==> config.mk <==
export PLATFORM = sky130hd
export DESIGN_NAME = wb_trace_fifo
export DESIGN_NICKNAME = d
export VERILOG_FILES = /design/src/rtl/wb_trace_fifo.sv
export SDC_FILE = /design/constraint.sdc
export NUM_CORES = 1
export LEC_CHECK = 0
export BUFFER_PORTS_ARGS = -buffer_cell sky130_fd_sc_hd__buf_2
export CAP_MARGIN = 25
export CORE_ASPECT_RATIO = 1.4
export CORE_MARGIN = 1
export CORE_UTILIZATION = 46
export CTS_CLUSTER_SIZE = 30
export DETAILED_ROUTE_END_ITERATION = 10
export PLACE_DENSITY = 0.66
export SKIP_CTS_REPAIR_TIMING = 1
export SYNTH_ARGS = -nofsm -noshare
export SYNTH_HDL_FRONTEND = slang
export SYNTH_SLANG_ARGS = --single-unit
==> constraint.sdc <==
create_clock -name clock -period 6.1 [get_ports clock]
set_clock_uncertainty 0.2 [all_clocks]
set_input_delay 0.305 -clock clock [delete_from_list [all_inputs] [get_ports clock]]
set_output_delay 0.305 -clock clock [all_outputs]
set_load 0.01 [all_outputs]
==> src/rtl/wb_trace_fifo.sv <==
// Register-write trace FIFO: records (pc, reg, data) for every nonzero-register
// write and presents them first-word-fall-through with overflow accounting.
module wb_trace_fifo #(
    parameter int DEPTH  = 16,
    parameter int AW     = 4,
    parameter int DROP_W = 16
) (
    input  logic              clock,
    input  logic              reset,
    input  logic              wb_en,
    input  logic [4:0]        wb_reg,
    input  logic [31:0]       wb_data,
    input  logic [11:0]       wb_pc,
    input  logic              freeze,
    output logic              out_valid,
    input  logic              out_ready,
    output logic [11:0]       out_pc,
    output logic [4:0]        out_reg,
    output logic [31:0]       out_data,
    output logic [AW:0]       count,
    output logic              overflow,
    output logic [DROP_W-1:0] drop_cnt
);
    localparam int EW = 49;

    logic [EW-1:0] mem [DEPTH];
    logic [AW-1:0] wr_ptr, rd_ptr, rd_nxt;
    logic [AW:0]   cnt_nxt, cnt_after_pop;
    logic [EW-1:0] wb_entry, head_nxt;
    logic          cap, full, pop, push, drop;

    assign wb_entry = {wb_pc, wb_reg, wb_data};

    always_comb begin
        full          = (count == (AW+1)'(DEPTH));
        cap           = wb_en & (wb_reg != 5'd0) & ~freeze;
        pop           = out_valid & out_ready;
        push          = cap & (~full | pop);
        drop          = cap & full & ~pop;
        rd_nxt        = rd_ptr + AW'(pop);
        cnt_after_pop = count - (AW+1)'(pop);
        cnt_nxt       = cnt_after_pop + (AW+1)'(push);
        // Output registers track the head after this edge; if the FIFO drains
        // to the incoming entry, it comes straight from the write port.
        head_nxt = {out_pc, out_reg, out_data};
        if (cnt_nxt != '0) begin
            if (cnt_after_pop == '0)
                head_nxt = wb_entry;
            else
                head_nxt = mem[rd_nxt];
        end
    end

    always_ff @(posedge clock) begin
        if (push)
            mem[wr_ptr] <= wb_entry;
    end

    always_ff @(posedge clock) begin
        if (reset) begin
            wr_ptr    <= '0;
            rd_ptr    <= '0;
            count     <= '0;
            out_valid <= 1'b0;
            out_pc    <= '0;
            out_reg   <= '0;
            out_data  <= '0;
            overflow  <= 1'b0;
            drop_cnt  <= '0;
        end else begin
            wr_ptr    <= wr_ptr + AW'(push);
            rd_ptr    <= rd_nxt;
            count     <= cnt_nxt;
            out_valid <= (cnt_nxt != '0);
            {out_pc, out_reg, out_data} <= head_nxt;
            if (drop) begin
                overflow <= 1'b1;
                if (drop_cnt != '1)
                    drop_cnt <= drop_cnt + DROP_W'(1);
            end
        end
    end
endmodule

## Word level (Yosys, flattened, before mapping)

Memories as Yosys holds them, arrays and structs flattened.
Cells that the tools add are included.

- Equal/unequal tests: 2
- Bitwise logic cells: 10
- Reductions and logical operators: 4
- Muxes and demuxes: 3
- Add/sub/neg operators: 5

Operators by type and width:

| operator | number |
|---|---|
| $mux 49 | 1 |
| $add 16x1->16 const B | 1 |
| $ne 16x16->1 const B | 1 |
| $reduce_bool 5->1 | 2 |
| $add 4x1->4 | 2 |
| $and 1x1->1 | 6 |
| $add 5x1->5 | 1 |
| $eq 5x5->1 const B | 1 |
| $logic_not 5->1 | 1 |
| $sub 5x1->5 | 1 |
| $not 1->1 | 3 |
| $mux 1 | 2 |
| $reduce_and 2->1 | 1 |
| $or 1x1->1 | 1 |

- Memory bits (writable): 784
- Memories: 1
- Bits in registers: 80

Memories:

| memory | words | bits a word | read ports | clocked after memory_dff | wr ports | line | RTL |
|---|---|---|---|---|---|---|---|
| mem | 16 | 49 | 1 | 0 | 1 | 26 | `logic [EW-1:0] mem [DEPTH];` |

## Longest topological paths before layout

Gate-level depths: netlist of the first run.

- Depth in word-level cells: 6
- Mapped depth: 14

## Worst setup path after synthesis of the first run

No wires, ideal clock.

- Kind: register -> register
- Start point: register count[3]
- End point: memory mem[0][0] (enable)
- Library setup time: 0.594 ns
- Data required time: 5.306 ns
- Clock period less this slack: 6.780 ns
- Stages on the path, launching flop included: 6
- Path slack: -0.680 ns
- Arrival time: 5.986 ns
- Buffers on the path: 1
- Cell sequence: dfxtp_1 -> buf_2 -> nor2_1 -> nand4_1 -> nand2_1 -> nor4b_1

- Cells in the longest elaborated chain, start to end: 6

RTL lines:

| item | line | RTL |
|---|---|---|
| start: declaration | 20 | `output logic [AW:0] count,` |
| start signal: assignment | 73 | `count <= cnt_nxt;` |
| $eq 5x5->1 | 35 | `full = (count == (AW+1)'(DEPTH));` |
| $not 1->1 | 38 | `push = cap & (~full \| pop);` |
| $or 1x1->1 | 38 |  |
| $and 1x1->1 | 38 |  |
| $mux 1 | 55 | `if (push)` |
| $mux 1 (implied by the code) | 56 | `mem[wr_ptr] <= wb_entry;` |
| end: declaration | 26 |  |

No other way between the ends.

## Worst setup path in the final report of the first run

- Start point: input port wb_reg[2]
- End point: register out_reg[0]

- Cells in the longest elaborated chain, start to end: 6

RTL lines:

| item | line | RTL |
|---|---|---|
| start: declaration | 11 | `input logic [4:0] wb_reg,` |
| $reduce_bool 5->1 | 36 | `cap = wb_en & (wb_reg != 5'd0) & ~freeze;` |
| $and 1x1->1 (2 in a row) | 36 |  |
| $and 1x1->1 | 38 |  |
| $add 5x1->5 | 42 | `cnt_nxt = cnt_after_pop + (AW+1)'(push);` |
| via cnt_nxt[1] | 28 | `logic [AW:0] cnt_nxt, cnt_after_pop;` |
| $reduce_bool 5->1 | 46 | `if (cnt_nxt != '0) begin` |
| end signal: assignment | 75 | `{out_pc, out_reg, out_data} <= head_nxt;` |
| end: declaration | 18 | `output logic [4:0] out_reg,` |

The timed path passes the listed nets, and every way through them passes these cells.
A chain may end at the register's enable or synchronous reset.

==> results of run 1 <==
cell families after synthesis:
family	share of synthesized area, %
AND/OR/NAND/NOR	1.93
flip-flops	74.7
multiplexers	16.6
adder cells (fa/ha/maj)	0.335
buffers and inverters	1.52
AO/OA/AOI/OAI	4.52
XOR/XNOR	0.390
tightest hold or removal path: stages:
cell and delay [ps]:
buf_2 80, nor2b_1 50, o21a_1 140, a21oi_1 150, nor2_1 40
per-layer routing:
metal / share of wire (%) / routed length [microns] / track usage, %
met1: 39 / 31100 / 28.4
met4: 2.6 / 2070 / 7.45
met5: 0.028 / 22 / 0
met3: 6.9 / 5500 / 3.28
met2: 51 / 40800 / 36.9
final cells by class:
type | instances | area [sq um]
Sequential cell | 864 | 25100
Tap cell | 952 | 1190
Multi-Input combinational cell | 615 | 8200
Clock inverter | 23 | 214
Clock buffer | 127 | 2410
Inverter | 9 | 33.8
Antenna cell | 3 | 7.51
Timing Repair Buffer | 222 | 1610
Fill cell | 5595 | 33800
through the flow:
stage	hold WS, ps	instance area (sq um)
detailed placement	280	35700
global placement	281	35600
floorplan	204	33700
finish	-8.33	38800
CTS	-174	38300
global route	43.1	38800
power groups by stage:
stage	Clock [W]	Combinational, W	Sequential [W]
finish	0.00498	0.00439	0.00685
global route	0.00526	0.00470	0.00686
CTS	0.00504	0.00442	0.00685
detailed placement	0	0.00440	0.00697
global placement	0	0.00432	0.00697
floorplan	0	0.00318	0.00695
synth_stat cells (7+ instances only):
cell type	count	area [sq um]
edfxtp_1	784	23500
mux4_2	196	4410
mux2_2	103	1160
dfxtp_1	80	1600
clkbuf_1	75	282
a31oi_1	49	307
a222oi_1	43	430
a211oi_2	35	438
nor2_1	31	116
buf_2	23	115
nor2b_1	18	113
nand2_1	15	56.3
a211oi_1	11	82.6
nand3_1	11	55.1
ha_1	9	113
inv_1	9	33.8
a21oi_1	8	40.0
xnor2_1	8	70.1
xor2_1	7	61.3
path summary, 6_finish.rpt:
check | endpoint | slack, ps | cells past startpoint
setup / recovery | out_reg[0] | 1120 | 14
hold / removal | overflow | -8 | 5
setup reg to reg | out_reg[0] | 1610 | 12
hold reg to reg | overflow | 290 | 2
==> metrics, run 1 <==
Detailed Place HPWL=between 40000 and 50000 microns; WL per Instance=between 20 and 30 microns; final net count=approximately 1900; I/O Buffers=125; Chip Height=around 320 microns; Top reg by flops=mem; Crit. Startpoint=wb_reg[2]; FMAX=201 MHz; root buffer cell=clkbuf_16; Routed WL=just under 80000 microns; final core utilization=53.5%; crit-path cells=dlygate4sd3_1 > buf_2 > or4_1 > o21a_1 > nand2_1 > inv_1 > ha_1 > ha_1 > or3_1 > nor4_1 > a21oi_4 > buf_4 > and3_4 > a311oi_2; Starting Density=a little under half; CP max stage delay=just over 1000 ps; crit start category=primary input; crit-path max FO=50; Gate power share=around 27%; Post-Synthesis Cell Area=33700 sq um; Max clock buf depth=3; worst setup margin=1120 ps; vias in the first global route=between 15000 and 20000; most frequent cells in the layout=edfxtp_1 (784), mux4_2 (196), buf_2 (124), mux2_2 (103), clkbuf_16 (85); DP Worst Slack=1040 ps; Tmin final=~5000 ps; commonest non-fill, non-tap cell in the layout=edfxtp_1; Setup crit end kind=register; final slew viol count=0; Top delay family on crit path=simple AND/OR/NAND/NOR gates; main flop type after synthesis=edfxtp_1; 1st-iter DRT viols=1865; switching power total=between 0.004 and 0.005 W; core footprint=about 73000 sq um; Slew HR=approximately 29%; CP dominant cell by count=ha_1; Crit path buffers/inverters=4; total power=0.0162 W; worst hold path class=primary input to register; Arr. time, crit path=about 5200 ps; Power Dens Cells=roughly 420 nW/um^2; maximum vdd drop=between 0.3 and 0.4 mV; failing checks=negative hold slack; GPL Wtd Cong=0.777; fin crit share=81.7%; status=complete, but fails checks; DP Cell Count=between 2000 and 3000; final hold slack=-8.33 ps; min-delay src=freeze; total negative setup slack=0 ps; layout cells sized above 1=roughly 35%; unrepaired setup endpoints after global routing=no; CTS tree=built; grt ovf=0; Tot GR Track Use=21.6%; DRC viols=0; Clk pwr share=30.7%; Syn Inst Count=between 1500 and 2000; Reg power frac=approximately 42%; reg2reg start=count[3]; Crit Path Class=primary input to register; Vias/cell=6.10; vias after detailed routing=roughly 17000; full die area=74300 sq um; Reg clk slew, reported paths=~60 ps; leakage=between 10 and 15 nW; Mapped Nets=roughly 1700; Syn. warnings=0; synthesis-stage register bit count=864; FP Rows=117; MaxCap Viol Count=0; Ports=~130; Syn-to-layout area delta=15.3%; Req. time, crit path=about 6300 ps; final non-filler cell total=between 2000 and 3000; CTS Sinks=between 800 and 900; Largest regs=mem: 784 flops, out_data: 32 flops, drop_cnt: 16 flops; CTS Buf Count=about 80; Syn Area/Cell=21.1 sq um; post-synth cell types=48; initial antenna violation count=5; register area share after synthesis=between 70 and 80%; drt pass-1 iters=8; CTS HTree Levels=3; number of flops mapped to enable cells by yosys=784; internal power=around 0.012 W; Setup Viol. Count Final=0; asr flop ratio synth=0%; final hold vios=1; insertion delay to the later sink of the worst-skew pair=630 ps; post-route ant nets=0; global-route wire length before repair=approximately 120000 microns; Tightest Pin Transition=around 1100 ps; CP max stage cell=and3_4; largest net degree at the start of global routing=67; DIE WIDTH=around 230 microns; switch share=29.0%; max reg flops=784
No activity file was read; power rests on OpenSTA's default activity.
==> run 2: changes to the inputs <==
==> constraint.sdc (replaced) <==
create_clock -name clock -period 4.55 [get_ports clock]
set_clock_uncertainty 0.2 [all_clocks]
set_input_delay 0.2275 -clock clock [delete_from_list [all_inputs] [get_ports clock]]
set_output_delay 0.2275 -clock clock [all_outputs]
set_load 0.01 [all_outputs]
==> run 2 against run 1 <==
Clock-buffer cell count decreased by 26. Sequential cell count unchanged. Non-clock buffer count rose by 16. Wire length grew 0.25%. Sequential share of layout area is 0.52 points lower. Sequential power grew 35%. Clock power grew 39%. The run still ends with negative hold slack left. Highest routed layer unchanged. Critical endpoint is now out_reg[3].
==> metrics, run 2 (synthesis results as in run 1) <==
worst hold path class=primary input to register; Top reg by flops=mem; unrepaired setup endpoints after global routing=no; filler instances=5613 (+0.32%); GPL Wtd Cong=0.779 (+0.33%); grt ovf=0 (unchanged); Starting Density=46.4% (unchanged); Arr. time, crit path=4530 ps (-690 ps); commonest non-fill, non-tap cell in the layout=edfxtp_1; full die area=74300 sq um (unchanged); Tot GR Track Use=21.7% (+0.029 points); CP max stage delay=940 ps (-90 ps); Power Dens Cells=568 nW/um^2 (+36%); R2R setup slack=620 ps (-990 ps); WL per Instance=28.2 microns (-0.14%); Worst Reg-to-Reg Cells=11 (-1); min-delay src=out_ready; CTS Sinks=864 (unchanged); Max clock buf depth=3 (unchanged); Crit Path Class=primary input to register; root buffer cell=clkbuf_16; MaxCap Viol Count=0 (unchanged); status=complete, but fails checks; Req. time, crit path=4790 ps (-1550 ps); insertion delay to the later sink of the worst-skew pair=620 ps (about the same); layout cells sized above 1=36.4% (+1.0 points); maximum vdd drop=0.538 mV (+55%); FMAX=about 230 MHz; Worst Hold Path EP=overflow; Reg clk slew, reported paths=70 ps (about the same); Tmin final=4290 ps; DP Worst Slack=99.9 ps (-937 ps); FP Rows=117 (unchanged); initial antenna violation count=2 (-3); Largest regs=mem: 784 flops, out_data: 32 flops, drop_cnt: 16 flops; final hold vios=1 (unchanged); post-route ant nets=0 (unchanged); final net count=1870 (+0.75%); Ports=126 (unchanged); CP max stage cell=and3_4; final hold slack=-10.3 ps (-2.00 ps); vias in the first global route=17400 (-1.3%); DRC viols=0 (unchanged); drt pass-1 iters=6 (-2); largest net degree at the start of global routing=83 (+24%); max reg flops=784 (unchanged); I/O Buffers=125 (unchanged); CTS HTree Levels=3 (unchanged); crit-path max FO=50 (unchanged); most frequent cells in the layout=edfxtp_1 (784), mux4_2 (196), buf_2 (124), mux2_2 (103), clkbuf_16 (83); post-placement cell area=35900 sq um (+0.65%); CTS Buf Count=79 (-2.5%); Chip Height=322 microns (unchanged); final slew viol count=0 (unchanged); DIE WIDTH=231 microns (unchanged); Setup crit end kind=register; Setup Viol. Count Final=0 (unchanged); final core utilization=53.9% (+0.43 points); Detailed Place HPWL=42000 microns (+2.0%); global-route wire length before repair=117000 microns (+0.63%); Slew HR=34.3% (+5.4 points); Vias/cell=6.05 (-0.95%); Routed WL=79800 microns (+0.25%); 1st-iter DRT viols=1826 (-2.1%); Tightest Pin Transition=960 ps (-106 ps); leakage=12.4 nW (+0.93%); CP dominant cell by count=ha_1; Syn-to-layout area delta=16.3%; vias after detailed routing=17100 (-0.56%); crit-path cells=dlygate4sd3_1 > buf_2 > or4_1 > o21a_1 > nand2_1 > inv_1 > ha_1 > ha_1 > or3_1 > nor4_1 > a21oi_4 > and3_4 > a311oi_2; failing checks=negative hold slack; fin crit share=94.3%; worst setup margin=258 ps (-861 ps); crit start category=primary input; reg2reg end=out_reg[3]; final instance area=39100 sq um (+0.81%); CTS tree=built; core footprint=72600 sq um (unchanged); hold-critical path depth=5 (unchanged); reg2reg start=count[2]
==> run 2: layout make-up <==
class	count	area, sq um	share of cell area (%)
clock inverter	46	513	1.31
multi-input combinational	615	8220	21.0
tap	952	1190	3.04
timing repair buffer	238	1830	4.67
antenna	1	2.50	0.00639
inverter	9	33.8	0.0863
clock buffer	101	2200	5.63
sequential	864	25100	64.2
==> run 2: where the power goes <==
group          internal [W]  switching, W
logic               0.00280       0.00329
clock network       0.00398       0.00293
registers           0.00894      0.000285
==> run 2: worst max-delay path by stage <==
| stage | start | end | slack (ps) | cells past startpoint |
|---|---|---|---|---|
| floorplan | count[3] | mem[12][0] | -1840 | 5 |
| global placement | wb_reg[2] | out_reg[2] | 270 | 12 |
| detailed placement | wb_reg[2] | out_reg[2] | 100 | 12 |
| CTS | count[2] | out_reg[2] | 660 | 11 |
| global route | wb_reg[1] | out_reg[3] | 120 | 13 |
| finish | wb_reg[1] | out_reg[3] | 260 | 13 |
==> run 2: metal layers <==
| metal | up-vias | routed length, microns | track usage (%) |
|---|---|---|---|
| li1 | 7185 | - | - |
| met1 | 9090 | 31900 | 28.6 |
| met2 | 682 | 40200 | 36.2 |
| met3 | 129 | 5390 | 3.67 |
| met4 | 2 | 2280 | 7.80 |
| met5 | - | 10 | 0 |
==> run 2: worst max-delay path: cells and delay by family <==
kind	cells	cell delay, ps
adder cells (fa/ha/maj)	2	550
AO/OA/AOI/OAI	3	1020
AND/OR/NAND/NOR	5	1930
buffers and inverters	3	790
==> run 2: stage by stage <==
stage | cells | power, W | TNS, ps
floorplan | 1595 | 0.0136 | -270830
global placement | 2628 | 0.0154 | 0
detailed placement | 2628 | 0.0155 | 0
CTS | 2775 | 0.0224 | 0
global route | 2826 | 0.0230 | 0
finish | 2826 | 0.0222 | 0
==> run 3: changes to the inputs <==
--- a/config.mk
+++ b/config.mk
@@ -5,14 +5,15 @@
 export SDC_FILE = /design/constraint.sdc
 export NUM_CORES = 1
 export LEC_CHECK = 0
+export ABC_AREA = 1
 export BUFFER_PORTS_ARGS = -buffer_cell sky130_fd_sc_hd__buf_2
 export CAP_MARGIN = 25
 export CORE_ASPECT_RATIO = 1.4
-export CORE_MARGIN = 1
+export CORE_MARGIN = 8
 export CORE_UTILIZATION = 46
 export CTS_CLUSTER_SIZE = 30
 export DETAILED_ROUTE_END_ITERATION = 10
-export PLACE_DENSITY = 0.66
+export PLACE_DENSITY = 0.65
 export SKIP_CTS_REPAIR_TIMING = 1
 export SYNTH_ARGS = -nofsm -noshare
 export SYNTH_HDL_FRONTEND = slang
==> run 3 against run 2 <==
The run now ends clean. Fmax rose by 24%. Wire length increased by 14%. Hold slack improved by 160 ps. Combinational power down 3%. Die area is 16% higher. Synthesized area up 4.9%. Clock-buffer cell count grew 16. Setup slack better by 830 ps. Core utilization down 1.3 points. Register-to-register slack improved by 620 ps. Critical path type unchanged. Largest cell class unchanged.
==> metrics, run 3 <==
leakage=14.7 nW (+18%); final slew viol count=0 (unchanged); Arr. time, crit path=3830 ps (-700 ps); final core utilization=52.6% (-1.3 points); vias in the first global route=22300 (+28%); switch share=32.9% (+3.7 points); asr flop ratio synth=0% (unchanged); final net count=3304 (+77%); fin crit share=76.1% (-18 points); Most Crowded Layer GR=met2; 1st-iter DRT viols=1852 (+1.4%); post-placement cell area=37000 sq um (+3.1%); largest net degree at the start of global routing=196 (+140%); final hold vios=0 (-1); Tot GR Track Use=20.7% (-0.98 points); met2 Use GR=37.3% (+1.1 points); internal power=0.0145 W (-7.6%); Routed WL=90900 microns (+14%); Largest regs=mem: 784 flops, out_data: 32 flops, drop_cnt: 16 flops; MaxCap Viol Count=0 (unchanged); FP Rows=120 (+2.6%); Starting Density=46.3% (-0.081 points); M1 GR Usage=24.8% (-3.8 points); filler instances=6462 (+15%); main flop type after synthesis=edfxtp_1; GPL Wtd Cong=0.781 (+0.27%); post-route ant nets=0 (unchanged); unrepaired setup endpoints after global routing=no; post-synth top area share=66.7% (-3.2 points); most frequent cells after synthesis=edfxtp_1 (784), nand2_1 (532), nand3_1 (469); crit-path max FO=49 (-2.0%); DIE WIDTH=250 microns (+8.5%); Setup crit end kind=register; Chip Height=344 microns (+6.7%); I/O Buffers=125 (unchanged); Crit Path Class=primary input to register; Syn. warnings=0 (unchanged); crit start category=primary input; Detailed Place HPWL=46700 microns (+11%); CP max stage cell=buf_4; Syn Inst Count=3121 (+96%); commonest non-fill, non-tap cell in the layout=edfxtp_1; DP Cell Count=4085 (+55%); CTS Buf Count=80 (+1.3%); DRC viols=0 (unchanged); synthesis-stage register bit count=864 (unchanged); core footprint=76300 sq um (+5.0%); layout cells sized above 1=10.0% (-26 points); grt ovf=0 (unchanged); Reg power frac=42.0% (+0.5 points); WL per Instance=21.2 microns (-25%); Ports=126 (unchanged); register area share after synthesis=71.2% (-3.5 points); Post-Synthesis Cell Area=35300 sq um (+4.9%); total power=0.0216 W (-2.6%); Slew HR=31.0% (-3.3 points); Max clock buf depth=3 (unchanged); Tightest Pin Transition=1030 ps (+72.8 ps); crit-path cells=dlygate4sd3_1 > buf_2 > inv_1 > nand3_1 > nand3_1 > nor2_1 > ha_1 > ha_1 > inv_1 > nor2_1 > nand2_1 > nand2_2 > nand2_2 > nor2_4 > buf_4 > nand3_1 > nand2_1; Req. time, crit path=4920 ps (+130 ps); global-route wire length before repair=136000 microns (+16%); Vias/cell=5.45 (-9.8%); Global Route met3 Usage=3.08% (-0.59 points); root buffer cell=clkbuf_16; Tmin final=3460 ps (-828 ps); Top reg by flops=mem; Clk pwr share=30.6% (-0.5 points); insertion delay to the later sink of the worst-skew pair=630 ps (about the same); Power Dens Cells=539 nW/um^2 (-5.0%); CP max stage delay=730 ps (-210 ps); Gate power share=27.3% (about the same); maximum vdd drop=0.375 mV (-30%); total negative setup slack=0 ps (unchanged); top post-synthesis cells by area=edfxtp_1 (67%), nand3_1 (6.6%), nand2_1 (5.7%); min-delay src=wb_en; Mapped Nets=3184 (+92%); vias after detailed routing=23400 (+37%); Crit. Startpoint=wb_reg[4]; final non-filler cell total=4281 (+51%); worst hold path class=primary input to register; FMAX=289 MHz (+24%); status=completed; drt pass-1 iters=5 (-1); Setup Viol. Count Final=0 (unchanged); max reg flops=784 (unchanged); CTS tree=built; CTS HTree Levels=3 (unchanged); full die area=86000 sq um (+16%); reg2reg start=out_valid; post-synth cell types=31 (-35%); initial antenna violation count=2 (unchanged); most frequent cells in the layout=edfxtp_1 (784), nand2_1 (532), nand3_1 (469), nor2_1 (447), o21ai_0 (276); cell taking the most area after synthesis=edfxtp_1; Syn-to-layout area delta=13.7%; count leader, synth=edfxtp_1; final instance area=40100 sq um (+2.5%); number of flops mapped to enable cells by yosys=784 (unchanged); CTS Sinks=864 (unchanged); Syn Area/Cell=11.3 sq um (-46%); CP dominant cell by count=nand3_1; Reg clk slew, reported paths=60 ps (about the same); switching power total=0.00712 W (+9.6%)
[run 3: cell count changes after synthesis, moves of 35 or more]
cell | before | now
a222oi_1 | 43 | 0
nor2_1 | 31 | 463
or2_1 | 0 | 46
buf_2 | 23 | 96
a31oi_1 | 49 | 0
a211oi_2 | 35 | 0
a21oi_1 | 8 | 55
nand2_1 | 15 | 532
inv_1 | 9 | 137
mux2_2 | 103 | 0
mux4_2 | 196 | 0
nand3_1 | 11 | 469
o21ai_0 | 4 | 276
[run 3: logic make-up (layout without fill, tap and decap cells)]
family                     count (synthesis)  after routing  share of synthesized area [%]
DFF                                      864            864                           71.2
and+or+nand+nor                         1531           1531                           18.4
other                                      0              2                              0
adders and majority gates                  9              9                          0.319
xor gates and xnor gates                  16             16                          0.440
AOI/OAI and AO/OA                        367            367                           5.42
buffers and inverters                    334            516                           4.16
[run 3: final timing paths]
| check | to | slack [ps] | depth (start not counted) |
|---|---|---|---|
| max | out_data[19] | 1090 | 17 |
| min | overflow | 150 | 7 |
| max reg2reg | out_data[19] | 1240 | 15 |
| min reg2reg | out_data[9] | 270 | 2 |
[run 3: power groups by stage]
stage / Clock, W / Sequential, W / Combinational (W)
global placement: 0 / 0.00927 / 0.00579
detailed placement: 0 / 0.00927 / 0.00587
finish: 0.00663 / 0.00910 / 0.00591
floorplan: 0 / 0.00930 / 0.00415
CTS: 0.00673 / 0.00910 / 0.00590
global route: 0.00701 / 0.00912 / 0.00662
[run 3: routing by layer]
metal | up-vias | routed length, microns
li1 | 11000 | -
met1 | 11400 | 35500
met2 | 764 | 46500
met3 | 181 | 5780
met4 | 0 | 3110
met5 | - | 0
[run 3: final cells by class]
type | count | area, sq um | area share, %
antenna | 2 | 5.00 | 0.0125
clock buffer | 117 | 2330 | 5.82
clock inverter | 27 | 248 | 0.617
inverter | 143 | 554 | 1.38
multi-input combinational | 1923 | 8860 | 22.1
sequential | 864 | 25100 | 62.7
tap | 976 | 1220 | 3.04
timing repair buffer | 229 | 1760 | 4.38
[run 3: worst max-delay path, delay by kind of cell]
| kind | cells | cell delay (ps) |
|---|---|---|
| fa+ha+maj | 2 | 420 |
| buf+inv | 5 | 1800 |
| simple gates | 10 | 1340 |
[run 3: stage by stage]
| stage | setup slack [ps] | hold WS, ps |
|---|---|---|
| CTS | 1270 | -266 |
| global placement | 1230 | 253 |
| floorplan | 744 | 126 |
| detailed placement | 1100 | 260 |
| global route | 841 | 161 |
| finish | 1090 | 149 |
